### src/rtl/hazard_ctrl_unit.sv
// Hazard controller for the five-stage RV32I pipeline: load-use and RAW
// stall detection, multi-cycle load stall sequencing, data-memory wait
// freeze, branch flush, EX-stage forwarding selects and a stall counter.
module hazard_ctrl_unit #(
    parameter int unsigned REG_ADDR_W   = 5,
    parameter int unsigned LOAD_LATENCY = 1,
    parameter int unsigned FORWARDING   = 1,
    parameter int unsigned CNT_W        = 16
) (
    input  logic                  clk_i,
    input  logic                  reset_i,

    input  logic [REG_ADDR_W-1:0] id_rs1_i,
    input  logic [REG_ADDR_W-1:0] id_rs2_i,
    input  logic                  id_use_rs1_i,
    input  logic                  id_use_rs2_i,

    input  logic [REG_ADDR_W-1:0] ex_rs1_i,
    input  logic [REG_ADDR_W-1:0] ex_rs2_i,
    input  logic [REG_ADDR_W-1:0] ex_rd_i,
    input  logic                  ex_mem_read_i,
    input  logic                  ex_reg_write_i,

    input  logic [REG_ADDR_W-1:0] mem_rd_i,
    input  logic                  mem_reg_write_i,
    input  logic                  mem_req_i,
    input  logic                  mem_ready_i,

    input  logic [REG_ADDR_W-1:0] wb_rd_i,
    input  logic                  wb_reg_write_i,

    input  logic                  branch_taken_i,

    output logic                  pc_write_o,
    output logic                  ifid_write_o,
    output logic                  idex_write_o,
    output logic                  exmem_write_o,
    output logic                  idex_bubble_o,
    output logic                  ifid_flush_o,
    output logic                  idex_flush_o,
    output logic [1:0]            forward_a_o,
    output logic [1:0]            forward_b_o,
    output logic [CNT_W-1:0]      stall_count_o
);

    localparam int unsigned LAT_W = 4;

    localparam logic [0:0] ST_IDLE       = 1'b0;
    localparam logic [0:0] ST_LOAD_STALL = 1'b1;

    localparam logic [1:0] FWD_REGFILE = 2'b00;
    localparam logic [1:0] FWD_EXMEM   = 2'b10;
    localparam logic [1:0] FWD_MEMWB   = 2'b01;

    localparam logic [LAT_W-1:0] LOAD_STALL_INIT = LAT_W'(LOAD_LATENCY - 1);
    localparam logic             MULTI_CYCLE     = (LOAD_LATENCY > 1);
    localparam logic             FWD_EN          = (FORWARDING != 0);

    logic [0:0]       state_q, state_d;
    logic [LAT_W-1:0] cnt_q, cnt_d;
    logic [CNT_W-1:0] stall_count_q, stall_count_d;

    logic             lu_hazard;
    logic             raw_hazard;
    logic             mem_wait;
    logic             stall_req;

    // Producer/consumer match: producer writes, destination is not x0, indices equal.
    function automatic logic reg_match(input logic                  prod_en,
                                       input logic [REG_ADDR_W-1:0] prod_rd,
                                       input logic [REG_ADDR_W-1:0] cons_rs);
        return prod_en && (prod_rd != '0) && (prod_rd == cons_rs);
    endfunction

    // Hazard detection against the instruction currently in ID.
    always_comb begin
        logic ex_hit;
        logic mem_hit;

        lu_hazard = (id_use_rs1_i && reg_match(ex_mem_read_i, ex_rd_i, id_rs1_i))
                 || (id_use_rs2_i && reg_match(ex_mem_read_i, ex_rd_i, id_rs2_i));

        ex_hit  = (id_use_rs1_i && reg_match(ex_reg_write_i, ex_rd_i, id_rs1_i))
               || (id_use_rs2_i && reg_match(ex_reg_write_i, ex_rd_i, id_rs2_i));
        mem_hit = (id_use_rs1_i && reg_match(mem_reg_write_i, mem_rd_i, id_rs1_i))
               || (id_use_rs2_i && reg_match(mem_reg_write_i, mem_rd_i, id_rs2_i));

        // Write-first register file: a WB producer never needs a stall.
        raw_hazard = !FWD_EN && (lu_hazard || ex_hit || mem_hit);

        mem_wait  = mem_req_i && !mem_ready_i;
        stall_req = (state_q == ST_LOAD_STALL) || lu_hazard || raw_hazard;
    end

    // Load-stall sequencer: next state and remaining stall cycles.
    always_comb begin
        state_d = state_q;
        cnt_d   = cnt_q;

        case (state_q)
            ST_IDLE: begin
                if (!mem_wait && !branch_taken_i && lu_hazard && MULTI_CYCLE) begin
                    state_d = ST_LOAD_STALL;
                    cnt_d   = LOAD_STALL_INIT;
                end
            end
            ST_LOAD_STALL: begin
                if (mem_wait) begin
                    state_d = state_q;
                    cnt_d   = cnt_q;
                end else if (branch_taken_i) begin
                    state_d = ST_IDLE;
                    cnt_d   = '0;
                end else if (cnt_q == LAT_W'(1)) begin
                    state_d = ST_IDLE;
                    cnt_d   = '0;
                end else begin
                    cnt_d   = cnt_q - LAT_W'(1);
                end
            end
            default: begin
                state_d = ST_IDLE;
                cnt_d   = '0;
            end
        endcase
    end

    // Pipeline enables, bubble and flush by priority: wait > branch > stall > normal.
    always_comb begin
        pc_write_o    = 1'b1;
        ifid_write_o  = 1'b1;
        idex_write_o  = 1'b1;
        exmem_write_o = 1'b1;
        idex_bubble_o = 1'b0;
        ifid_flush_o  = 1'b0;
        idex_flush_o  = 1'b0;

        if (reset_i) begin
            pc_write_o = 1'b1;
        end else if (mem_wait) begin
            pc_write_o    = 1'b0;
            ifid_write_o  = 1'b0;
            idex_write_o  = 1'b0;
            exmem_write_o = 1'b0;
        end else if (branch_taken_i) begin
            ifid_flush_o = 1'b1;
            idex_flush_o = 1'b1;
        end else if (stall_req) begin
            pc_write_o    = 1'b0;
            ifid_write_o  = 1'b0;
            idex_bubble_o = 1'b1;
        end
    end

    // EX-stage forwarding selects; the younger EX/MEM producer wins.
    always_comb begin
        forward_a_o = FWD_REGFILE;
        forward_b_o = FWD_REGFILE;

        if (FWD_EN && !reset_i) begin
            if (reg_match(mem_reg_write_i, mem_rd_i, ex_rs1_i)) begin
                forward_a_o = FWD_EXMEM;
            end else if (reg_match(wb_reg_write_i, wb_rd_i, ex_rs1_i)) begin
                forward_a_o = FWD_MEMWB;
            end

            if (reg_match(mem_reg_write_i, mem_rd_i, ex_rs2_i)) begin
                forward_b_o = FWD_EXMEM;
            end else if (reg_match(wb_reg_write_i, wb_rd_i, ex_rs2_i)) begin
                forward_b_o = FWD_MEMWB;
            end
        end
    end

    // Saturating count of cycles in which the PC was held.
    always_comb begin
        stall_count_d = stall_count_q;
        if (!pc_write_o && (stall_count_q != '1)) begin
            stall_count_d = stall_count_q + CNT_W'(1);
        end
    end

    // State, stall counter and statistics registers.
    always_ff @(posedge clk_i) begin
        if (reset_i) begin
            state_q       <= ST_IDLE;
            cnt_q         <= '0;
            stall_count_q <= '0;
        end else begin
            state_q       <= state_d;
            cnt_q         <= cnt_d;
            stall_count_q <= stall_count_d;
        end
    end

    assign stall_count_o = stall_count_q;

endmodule

### config.mk
export PLATFORM = sky130hd
export DESIGN_NAME = hazard_ctrl_unit
export DESIGN_NICKNAME = d
export VERILOG_FILES = /design/src/rtl/hazard_ctrl_unit.sv
export SDC_FILE = /design/constraint.sdc
export NUM_CORES = 1
export LEC_CHECK = 0
export ABC_CLOCK_PERIOD_IN_PS = 8300
export CORE_AREA = 2 2 56 72
export DETAILED_ROUTE_END_ITERATION = 10
export DIE_AREA = 0 0 58 74
export GPL_ROUTABILITY_DRIVEN = 0
export PLACE_DENSITY = 0.84
export SLEW_MARGIN = 20
export SYNTH_ARGS = -nofsm -noshare
export SYNTH_HDL_FRONTEND = slang
export SYNTH_SLANG_ARGS = --single-unit
### constraint.sdc
create_clock -name clk_i -period 8.3 [get_ports clk_i]
set_clock_uncertainty 0.05 [all_clocks]
set_input_delay 2.49 -clock clk_i [delete_from_list [all_inputs] [get_ports clk_i]]
set_output_delay 2.49 -clock clk_i [all_outputs]
set_load 0.05 [all_outputs]
==> impl_results.md, run 1 <==
* Outcome: complete, no violations
* Overall Global Routing Usage at 19.0%
* Final Slew Violations at 0
* Syn Inst Count at 193
* Fraction of the yosys area taken by sequential cells at 26.7%
* Antenna cells at 0
* Post-route DRC at 0
* Async S/R FF share, synth at 0%
* Die ar. at 0.00429 mm²
* Min Tclk post-route at 7.63 ns
* Area contributors post-synth: dfxtp_1, xnor2_1, xor2_1
* Hold WC Path Type: reg2reg
* CTS resizes at 0
* First-pass GRT wire length at 6.35 mm
* Worst hold start: stall_count_o[15]
* Root Driver: clkbuf_8
* Clk Latency, worst-skew pair at 0.26 ns
* Area growth, synth to finish at 46.1%
* Unrepaired setup endpoints after global routing: false
* Most used DFF post-synth: dfxtp_1
* DRT Wirelength at 3.95 mm
* Data arrival, critical path at 5.09 ns
* CTS H-tree lvls at 1
* Number of distinct library cells after synthesis at 38
* Most frequent cell after synthesis: xnor2_1
* Synthesized flop and latch total at 21
* Hold Path Sink: stall_count_o[15]
* Grt total ovfl at 0
* Top cells by count, synth: xnor2_1, dfxtp_1, a21oi_1
* Critical Setup Path Class: in2out
* DRT Pass-1 Iters at 4
* Share of the synthesized area in the top cell type at 26.7%
* Synth Cell Area at 0.00158 mm²
* Setup TNS Final at 0 ns
* Max IR drop VDD at 0.0969 mV
* Reg-to-Reg End: stall_count_o[11]
* Worst setup path start: mem_rd_i[1]
* Die width at 58 µm
* Layout Nets at 308
* Tcrit/Tclk final at 91.9%
* Cell taking the most area after synthesis: dfxtp_1
* FF-to-FF setup slack at 5.78 ns
* Postcts setup bufs at 0
* Total CTS buffers at 3
* Setup-failing EPs final at 0
* Critical path startpoint category: primary input
* Clock buffer depth at 2
* Starting Density at 43.4%
* Clock-pin slew on the worst setup and hold paths at 0.07 ns
* WL/cell at 13.3 µm
* Max-slew headroom at 53.5%
* Post-Layout Cell Count at 298
* Worst Reg-to-Reg Cells at 7
* Worst-margin pin slew at 0.698 ns
* Critical R2R Launch: stall_count_o[0]
* Crit-path max FO at 4
* Max_cap viols at 0
* Core area at 0.00363 mm²
* Placed cell count at 294
* Vias/cell at 5.42
* Routed via count at 1,616
* Die extent in y at 74 µm
* Syn nets at 242
* I/O Buffers at 71
* Hold Fails Final Rpt at 0
* Pwr Density at 100 mW/mm²
* Initial DRC count at 32
* Vias in the first global route at 1,605
* Layout cells sized above 1 at 5.04%
* Largest net degree at the start of global routing at 30
* Initial antenna violation count at 0
* Syn avg cell area at 8.16 µm²
* Number of flops mapped to enable cells by yosys at 0
* CTS Hold Bufs at 0
* Ys Warns at 0
* CTS tree: done
* HPWL Detailed at 3.24 mm
* Worst EP required at 5.76 ns
* Row cnt at 25
* P_leak at 0.000721 µW
* Critical Path End Type: primary output
* IO Pins at 73
* TritonCTS Sinks at 21
* Routed Antenna Nets at 0
* Fmax achieved at 131 MHz
* Hold Path Stages at 2
power breakdown:
group	leakage (µW)	total (µW)	internal (µW)	switching, µW
sequential	0.000169	102	101	0.457
clock	0.0000228	67.0	34.2	32.8
combinational	0.000529	62.5	33.9	28.6
worst max-delay path, stage by stage:
cell and delay, ns:
clkdlybuf4s50_1 0.47, or4_1 0.52, o21ai_0 0.35, nor3_1 0.11, nor4_1 0.29, clkdlybuf4s50_1 0.85
cells by family after synthesis:
group                    Yosys count  share of synthesized area (%)
adder cells (fa/ha/maj)            3                           2.38
AND/OR/NAND/NOR                   81                           29.1
multiplexers                       2                           1.59
flip-flops                        21                           26.7
AO/OA/AOI/OAI                     36                           14.6
XOR/XNOR                          34                           18.9
buffers and inverters             16                           6.75
area by class of cell:
class	instances	area [µm²]
fill	325	1330
tap	40	50.0
inverter	5	18.8
multi-input combinational	156	1050
timing repair buffer	72	718
sequential	21	420
clock buffer	4	45.0
metrics by stage:
step / setup slack [ns] / cell area (µm²) / hold slack (ns) / power [µW] / util (%)
after floorplan: 0.800 / 1580 / 0.431 / 136 / -
after global placement: 0.670 / 2260 / 0.429 / 166 / 62.2
after detailed placement: 0.669 / 2260 / 0.445 / 167 / 62.2
after CTS: 0.650 / 2300 / 0.454 / 234 / 63.4
after global routing: 0.513 / 2300 / 0.490 / 244 / 63.4
final: 0.674 / 2300 / 0.449 / 231 / 63.4
cells in the final DEF (no fill, tap or decap), drive strengths merged, types with 8 or more instances in the layout:
master	netlist	final
nand2	11	11
o21ai	12	12
a21oi	16	16
xnor2	24	24
clkdlybuf4s50	0	71
dfxtp	21	21
or3	8	8
xor2	10	10
nor2	14	14
or4	10	10
nand3	11	11
flip-flops by register name, indices dropped and copies added (netlist names):
name           cells
cnt_q              4
state_q            1
stall_count_o     16
worst max-delay path by stage:
stage                     slack, ns        endpoint  cells after the start
after floorplan                0.80  forward_a_o[0]                      4
after global placement         0.67  forward_a_o[0]                      6
after detailed placement       0.67  forward_a_o[0]                      6
after CTS                      0.65  forward_a_o[0]                      6
after global routing           0.51  forward_a_o[0]                      6
final                          0.67  forward_a_o[0]                      6
per-layer routing:
metal,routed length (µm),part of all wire [%],GRT usage (%)
met1,1440,37,17.9
met2,2140,54,38.8
met3,325,8.2,5.22
met4,46,1.2,5.94
met5,0,0,0
No activity file was read; power rests on OpenSTA's default activity.
==> inputs of run 2 (changes only) <==
Settings changed: MAX_ROUTING_LAYER set to met4.
==> impl_results.md, run 2 (synthesis results as in run 1) <==
* Max incr delay on CP at 0.85 ns (about the same)
* Row cnt at 25 (unchanged)
* I/O Buffers at 71 (unchanged)
* TritonCTS Sinks at 21 (unchanged)
* Clock Power Share at 29.0% (about the same)
* Antenna cells at 0 (unchanged)
* Grt total ovfl at 0 (unchanged)
* Switching Share at 26.8% (+0.033 points)
* Outcome: complete, no violations
* P_leak at 0.000721 µW (unchanged)
* Vias/cell at 5.43 (+0.12%)
* First-pass GRT wire length at 6.36 mm (+0.11%)
* Largest register FFs at 16 (unchanged)
* Initial antenna violation count at 0 (unchanged)
* Post-Layout Cell Count at 298 (unchanged)
* Overall Global Routing Usage at 19.6% (+0.59 points)
* CP cell instances: clkdlybuf4s50_1, or4_1, o21ai_0, nor3_1, nor4_1, clkdlybuf4s50_1
* Met2 wire length at 2.14 mm (about the same)
* Worst path slowest cell: clkdlybuf4s50_1
* Unrepaired setup endpoints after global routing: false
* Hold WC Path Type: reg2reg
* CTS tree: done
* Setup TNS Final at 0 ns (unchanged)
* Initial DRC count at 34 (+6.3%)
* Worst Reg-to-Reg Cells at 7 (unchanged)
* DRT met1 WL at 1.53 mm (+6.1%)
* Data arrival, critical path at 5.09 ns (about the same)
* Sequential cell fraction of total power at 43.9% (about the same)
* Critical Setup Path Class: in2out
* DRT Wirelength at 3.96 mm (+0.18%)
* Clock buffer depth at 2 (unchanged)
* Most frequent cells in the layout: clkdlybuf4s50_1, xnor2_1, dfxtp_1, a21oi_1, nor2_1
* Worst-margin pin slew at 0.699 ns (+0.000937 ns)
* Layout Nets at 308 (unchanged)
* Clock-pin slew on the worst setup and hold paths at 0.07 ns (about the same)
* CTS resizes at 0 (unchanged)
* Core area at 0.00363 mm² (unchanged)
* Die extent in y at 74 µm (unchanged)
* Placed cell count at 294 (unchanged)
* Max IR drop VDD at 0.0969 mV (about the same)
* Die width at 58 µm (unchanged)
* Area growth, synth to finish at 46.1% (unchanged)
* Setup-failing EPs final at 0 (unchanged)
* Max-slew headroom at 53.4% (-0.062 points)
* HPWL Detailed at 3.24 mm (unchanged)
* IO Pins at 73 (unchanged)
* Routed via count at 1,618 (+0.12%)
* Routed Antenna Nets at 0 (unchanged)
* Max Used Layer: met4
* CTS H-tree lvls at 1 (unchanged)
* Max_cap viols at 0 (unchanged)
* CTS Hold Bufs at 0 (unchanged)
* Vias in the first global route at 1,605 (unchanged)
* Pwr Density at 100 mW/mm² (about the same)
* Clk Latency, worst-skew pair at 0.26 ns (about the same)
* DRT Pass-1 Iters at 4 (unchanged)
* Min Tclk post-route at 7.63 ns (-0.000949 ns)
* Starting Density at 43.4% (unchanged)
* Root Driver: clkbuf_8
* Final Slew Violations at 0 (unchanged)
* Critical Path End Type: primary output
* Crit-path max FO at 4 (unchanged)
* Most frequent CP cell: clkdlybuf4s50_1
* Internal power at 169 µW (about the same)
* Largest net degree at the start of global routing at 30 (unchanged)
* Tcrit/Tclk final at 91.9% (about the same)
* Hold Path Stages at 2 (unchanged)
* Met3 WL at 245 µm (-25%)
* Sw power at 62.0 µW (+0.17%)
* Total CTS buffers at 3 (unchanged)
* Commonest non-fill, non-tap cell in the layout: clkdlybuf4s50_1
* Critical path startpoint category: primary input
* Postcts setup bufs at 0 (unchanged)
* Die ar. at 0.00429 mm² (unchanged)
* Post-route DRC at 0 (unchanged)
* Logic pwr share at 27.1% (about the same)
* Fmax achieved at 131 MHz (about the same)
* WL/cell at 13.3 µm (+0.18%)
* Worst EP required at 5.76 ns (about the same)
* Hold Fails Final Rpt at 0 (unchanged)
* Layout cells sized above 1 at 5.04% (unchanged)
run 2: cell counts in the layout (fill, tap and decap cells not counted):
Identical to the previous run, type by type.
run 2: critical path, delay by kind of cell:
family          cells  cell delay (ns)
simple gates        3             0.92
buf+inv             2             1.32
compound gates      1             0.35
run 2: path summary, 6_finish.rpt:
check	start	end	slack (ns)
hold reg to reg	stall_count_o[15]	stall_count_o[15]	0.45
setup / recovery	mem_rd_i[1]	forward_a_o[0]	0.67
setup reg to reg	stall_count_o[0]	stall_count_o[11]	5.78
hold / removal	stall_count_o[15]	stall_count_o[15]	0.45
run 2: through the flow:
step	worst slack, ns	cell area, µm²	total power [µW]	util, %	hold slack, ns
after floorplan	0.800	1580	136	-	0.431
after global placement	0.670	2260	166	62.2	0.429
after detailed placement	0.669	2260	167	62.2	0.445
after CTS	0.650	2300	234	63.4	0.454
after global routing	0.513	2300	244	63.4	0.490
final	0.675	2300	231	63.4	0.449
run 2: cell type report:
cell class	count	area (µm²)
flip-flops and latches	21	420
well taps	40	50.0
multi-input cells	156	1050
inverters	5	18.8
fillers	325	1330
repair buffers	72	718
clock buffers	4	45.0
run 2: layer usage:
metal | GRT usage, % | vias up
li1 | - | 815
met1 | 19.0 | 736
met2 | 38.8 | 62
met3 | 3.30 | 5
met4 | 5.94 | 0
met5 | - | -
run 2: power groups by stage:
stage	logic (µW)	registers, µW	clock network (µW)
after global routing	67.0	102	75.2
after CTS	62.9	102	69.3
final	62.5	102	67.1
after global placement	61.8	104	0
after floorplan	30.9	105	0
after detailed placement	62.7	104	0
